## src/rtl/instruction_fetch.sv

```systemverilog
// Instruction fetch stage.
// Reads one 32-bit word per cycle from a synchronous instruction memory
// that returns data one cycle after the request. The stage also handles
// stall, redirect (branch/jump) and an out-of-range fetch fault.
// Optional feature: define FETCH_MISALIGN_CHECK_EN to halt with a fault
// when a redirect target is not word aligned. If the macro is not defined,
// the low two target bits are ignored.
module instruction_fetch #(
  parameter int          NumEntries = 31,
  parameter logic [31:0] ResetPc    = 32'h0000_0000
) (
  input  logic                                  clk_i,
  input  logic                                  reset_i,
  input  logic                                  stall_i,
  input  logic                                  redirect_i,
  input  logic [31:0]                           redirect_pc_i,
  output logic                                  imem_rd_valid_o,
  output logic [$clog2(NumEntries)-1:0]         imem_rd_addr_o,
  input  logic [31:0]                           imem_rd_data_i,
  output logic                                  if_valid_o,
  output logic [31:0]                           if_pc_o,
  output logic [31:0]                           if_instr_o,
  output logic                                  fetch_fault_o
);

  localparam int AddrWidth = $clog2(NumEntries);

  typedef enum logic {
    RUN  = 1'b0,
    HALT = 1'b1
  } state_t;

  state_t                 state_q, state_d;
  logic [31:0]            pc_q;
  logic [31:0]            req_pc_q;
  logic                   inflight_q;
  logic [AddrWidth-1:0]   word_idx;
  logic                   in_range;
  logic                   misalign;

  assign word_idx = pc_q[AddrWidth+1:2];

  // An address is valid only if its word index is inside the memory and
  // no upper address bits are set. This catches PCs that would alias
  // back into the memory if only the index bits were used.
  assign in_range = ({1'b0, word_idx} < (AddrWidth+1)'(NumEntries))
                  && (pc_q[31:AddrWidth+2] == '0);

`ifdef FETCH_MISALIGN_CHECK_EN
  assign misalign = redirect_i && (redirect_pc_i[1:0] != 2'b00);
`else
  logic unused_redirect_low_bits;
  assign misalign                 = 1'b0;
  assign unused_redirect_low_bits = ^redirect_pc_i[1:0];
`endif

  // State register for the RUN/HALT controller.
  // NOTE: sequential state uses non-blocking assignments, so every flop
  // samples the values from before the edge, whatever the statement order.
  always_ff @(posedge clk_i) begin
    if (reset_i) begin
      state_q <= RUN;
    end else begin
      state_q <= state_d;
    end
  end

  // Next-state logic: a redirect always wins. Otherwise, running off the
  // end of the memory halts fetch.
  always_comb begin
    // NOTE: default first so that no path through this block leaves
    // state_d unassigned and infers a latch.
    state_d = state_q;
    if (redirect_i) begin
      state_d = misalign ? HALT : RUN;
    end else if ((state_q == RUN) && !in_range) begin
      state_d = HALT;
    end
  end

  // Controller outputs: the request strobe and the fault flag.
  always_comb begin
    imem_rd_valid_o = (state_q == RUN) && !stall_i && !redirect_i
                      && !reset_i && in_range;
    fetch_fault_o   = (state_q == HALT);
  end

  assign imem_rd_addr_o = word_idx;

  // Fetch datapath: the next-PC register, the PC of the request in flight,
  // and a flag that says the memory output holds a real instruction.
  always_ff @(posedge clk_i) begin
    if (reset_i) begin
      pc_q       <= ResetPc;
      req_pc_q   <= ResetPc;
      inflight_q <= 1'b0;
    end else if (redirect_i) begin
      pc_q       <= {redirect_pc_i[31:2], 2'b00};
      inflight_q <= 1'b0;
    end else if (imem_rd_valid_o) begin
      pc_q       <= pc_q + 32'd4;
      req_pc_q   <= pc_q;
      inflight_q <= 1'b1;
    end else if (!stall_i) begin
      // Decode took the current instruction and no new one is coming.
      inflight_q <= 1'b0;
    end
  end

  // The memory keeps its read data while no request is made, so the
  // instruction stays stable during a stall without any extra register.
  assign if_instr_o = imem_rd_data_i;
  assign if_pc_o    = req_pc_q;
  assign if_valid_o = inflight_q && !redirect_i && !stall_i;

endmodule

```

## config.mk

```make
export PLATFORM = sky130hd
export DESIGN_NAME = instruction_fetch
export DESIGN_NICKNAME = d
export VERILOG_FILES = /design/src/rtl/instruction_fetch.sv
export SDC_FILE = /design/constraint.sdc
export NUM_CORES = 1
export LEC_CHECK = 0
export BUFFER_PORTS_ARGS = -buffer_cell sky130_fd_sc_hd__buf_2
export CAP_MARGIN = 0
export CORE_UTILIZATION = 45
export CTS_CLUSTER_SIZE = 40
export DETAILED_ROUTE_END_ITERATION = 6
export GPL_TIMING_DRIVEN = 1
export PLACE_DENSITY = 0.84
export SETUP_SLACK_MARGIN = 0.5
export SLEW_MARGIN = 20
export SYNTH_ARGS = -nofsm -noshare
export SYNTH_HDL_FRONTEND = slang
export SYNTH_SLANG_ARGS = --single-unit
```

## constraint.sdc

```tcl
create_clock -name clk_i -period 4.8 [get_ports clk_i]
set_input_delay 0 -clock clk_i [delete_from_list [all_inputs] [get_ports clk_i]]
set_output_delay 0 -clock clk_i [all_outputs]
set_load 0.01 [all_outputs]
```

# Yosys cells after proc, flatten, opt, wreduce, memory -nomap -nowiden
# Cells that the tools add are included.
[op_classes] bitwise=2 n_mux=4 reduce_logical=16 n_eq_ne=1 magnitude_cmp=1 addsub=1
[op_table] op="two-way mux 32 bit" n=2
[op_table] op="adder 32 x 3 -> 32 bit (second input constant)" n=1
[op_table] op="zero test 25 bit" n=1
[op_table] op="logical AND 1 bit" n=8
[op_table] op="< comparator 5 bit (second input constant)" n=1
[op_table] op="zero test 1 bit" n=4
[op_table] op="two-way mux 1 bit" n=2
[op_table] op="!= test 2 x 1 -> 1 bit (second input constant)" n=1
[op_table] op="inverter 1 bit" n=2
[op_table] op="AND reduction 2 bit" n=1
[op_table] op="nonzero test 2 bit" n=1
[op_table] op="OR reduction 2 bit" n=1
[word_totals] inputBits=68 wordCells=30 regBits=66

# Logic depth before layout (Yosys ltp)
[logic_depth] word_depth=7 ltp_mapped=6

# Worst setup path after synthesis
# OpenSTA, ideal clock, no wires.
[synth_path] path_type="register to register" from="reg pc_q[11]" to="reg pc_q[5]" setup_time_ps=91 arrival_ps=2080 required_time_ps=4709 slack_ps=2630 path_buffers=1 path_stages_with_launch=6 path_cell_list="dfxtp_1 -> or4_1 -> buf_2 -> or4_4 -> or4_1 -> a311oi_1"
[synth_via] elab_chain_cells=4
[synth_lines] element="start, declared" line="34" rtl="logic [31:0] pc_q;"
[synth_lines] element="start signal, assigned" line="94" rtl="pc_q <= ResetPc;"
[synth_lines] element="start signal, assigned" line="98" rtl="pc_q <= {redirect_pc_i[31:2], 2'b00};"
[synth_lines] element="start signal, assigned" line="101" rtl="pc_q <= pc_q + 32'd4;"
[synth_lines] element="zero test 25 bit" line="47" rtl="&& (pc_q[31:AddrWidth+2] == '0);"
[synth_lines] element="logical AND 1 bit" line="47"
[synth_lines] element="logical AND 1 bit" line="84" rtl="&& !reset_i && in_range;"
[synth_lines] element="nonzero test 2 bit (no source line)"
# No other way between the ends.
# A chain may end at the register's enable or synchronous reset.

# Final worst setup path
[layout_path] from="reg pc_q[11]" to="out imem_rd_valid_o"
[layout_via] elab_chain_cells=3
[layout_lines] element="zero test 25 bit" line="47"
[layout_lines] element="logical AND 1 bit" line="47"
[layout_lines] element="logical AND 1 bit" line="84"
[layout_lines] element="end, declared" line="17" rtl="output logic imem_rd_valid_o,"
# No other way between the ends.

==> results.toml <==
[status]
outcome = "finished clean"

[synth]
ys_warn_count = 0
ys_seq_area_share_pct = 48.3
synth-seq-cells = 62
synthCells = 262
ys_types = 31
syn_area_um2 = 2570
async_flop_share_pct = 0
avgSynthCellArea_um2 = 9.80
synth_edf_count = 0
ys.flop_type = "dfxtp_1"

[timing]
fin_crit_ns = 2.41
hold_violations = 0
max_freq_ghz = 0.414
post-route-period-util_pct = 50.3
setup_viol = 0
slew_violations = 0
grt_setup_unrepaired = "no"
worst_pin_slew_ns = 0.865
fin_tns_setup_ns = 0
maxSlewHeadroom_pct = 42.3
fin_skew_ns = 0.00522

[setup_path]
critical-path-max-stage-delay_ns = 0.65
start_kind = "register"
end_kind = "primary output"
cp_slowest_cell = "or4_1"
path_class = "reg -> out"
cp.required_ns = 4.80
worstPathMaxFanout = 6
critPathArrivalTime_ns = 2.41
path_cells = "or4_1 -> nor4_1 -> and3_1 -> nor2b_1 -> buf_2"

[die]
die_area_um2 = 6010
row_count = 27
initial_core_util_pct = 46.6
dieHeight_um = 77.6
core_area_um2 = 5510
die_w_um = 77.6
ioPinCount = 140

[global_route]
grt_pass1_vias = 1941
grt_max_degree = 45
grt_overflow = 0
antenna_found_initial = 0
grt_pass1_wl_mm = 8.82
track_usage_pct = 18.8

[detailed_routing]
wl_mm = 5.23
drtAntennaViolNets = 0
vias = 1933
first_pass_iters = 4
viasPerCell = 4.88
route.detailed.drc = 0
wire_per_inst_um = 13.2
drt_iter0_drc = 42

[layout]
final_common_cell = "buf_2"
area_delta_synth_final_pct = 23.9
layout_common_cells = "buf_2, dfxtp_1, nor2_1"
antenna_cells = 0
fillers = 480
nNetsFinal = 390
layout-drive-gt1-share_pct = 27.2

[cts]
clock_latency_ns = 0.33
cts_sinks = 62
root_buffer = "clkbuf_8"
clk_pin_slew_ns = 0.06
cts_tree = "done"
cts_resized = 0
cts_max_path_buffers = 2
cts_max_level = 3
numCtsBuffers = 9

[placed_design]
gp_congestion = 0.755
port_buffers = 71
dpl.hpwl_mm = 3.27

[power]
power_mw = 1.13
p_leak_nw = 1.48
max-vdd-ir-drop_mv = 0.234
power_density_nw_per_um2 = 355

[flow_run]
drv_cap = 0

[min_path]
min_path_type = "in -> out"
## synth_stat cells (2+ instances only)
cell	number	share of area (%)
dfxtp_1	62	48
buf_4	39	11
nor2_1	32	4.7
mux2i_1	30	12
and2_1	25	6.1
clkbuf_1	14	2.0
nand2b_1	11	2.7
nor4_1	7	1.7
and3_1	5	1.2
a311oi_1	4	1.4
or4_1	4	1.2
nor2b_1	3	0.73
a2111oi_0	2	0.68
a211oi_1	2	0.58
inv_1	2	0.29
nand3_1	2	0.39
nand4_1	2	0.49
nor3_1	2	0.39
o31ai_1	2	0.58
## timing repair
action / CTS / global route
hold endpoints to repair: 30 / 0
buffers inserted: 0 / 0
setup endpoints to repair: 0 / 0
hold buffers: 30 / 0
## sequential cells by signal, summed over array words and instances, names as in the netlist
register and flops:
if_pc_o 30, inflight_q 1, fetch_fault_o 1, pc_q 30
## worst paths after layout
check | cells after the start | startpoint | endpoint | slack [ns]
worst max register to register | 4 | pc_q[11]$_SDFFE_PP0P_ | pc_q[5]$_SDFFE_PP0P_ | 2.49
worst max-delay path | 5 | pc_q[11]$_SDFFE_PP0P_ | imem_rd_valid_o | 2.39
worst min register to register | 1 | if_pc_o[15]$_SDFFE_PP0P_ | if_pc_o[15]$_SDFFE_PP0P_ | 0.46
worst min-delay path | 0 | imem_rd_data_i[12] | if_instr_o[12] | 0.000004
## critical path: cells and delay by family, from the launching register on
kind | cells | cell delay (ns)
buffers and inverters | 1 | 0.14
and+or+nand+nor | 4 | 1.63
DFF | 1 | 0.31
## through the flow
step	hold slack [ns]	utilization (%)	std cells	cell area, um2	setup slack (ns)
after floorplan	0.0918	-	263	2570	2.63
after global placement	0.0000686	48.5	352	2670	2.57
after detailed placement	0.0000686	48.5	352	2670	2.50
after CTS	0.0000686	57.8	396	3180	2.37
after global routing	0.0000155	57.8	396	3180	2.23
final	0.00000444	57.8	396	3180	2.39
## cell type report
cell class              instances  area (um2)  area share [%]
flip-flops and latches         62        1240            39.0
clock inverters                 4        72.6            2.28
clock buffers                  10         138            4.33
repair buffers                102         663            20.8
multi-input cells             144         970            30.5
well taps                      72        90.1            2.83
inverters                       2        7.51           0.236
## kinds of logic after synthesis
group	Yosys count	synth area share, %
fa+ha+maj	1	0.487
simple gates	98	21.1
flops	62	48.3
compound gates	13	4.14
other cells	1	0.146
mux	30	11.7
buf+inv	57	14.1
## routing by layer
layer	part of all wire, %	GRT usage, %	up-vias
met1	45	21.7	867
met2	45	29.2	75
met4	3.3	12.5	0
met5	0	0	-
li1	-	-	969
met3	7.4	6.82	22
## report_power, final
group | switching, mW | total, mW | internal, mW
sequential | 0.0113 | 0.542 | 0.531
combinational | 0.0475 | 0.0996 | 0.0521
clock | 0.189 | 0.489 | 0.300
Note: power is estimated with default switching activity, not from simulation.
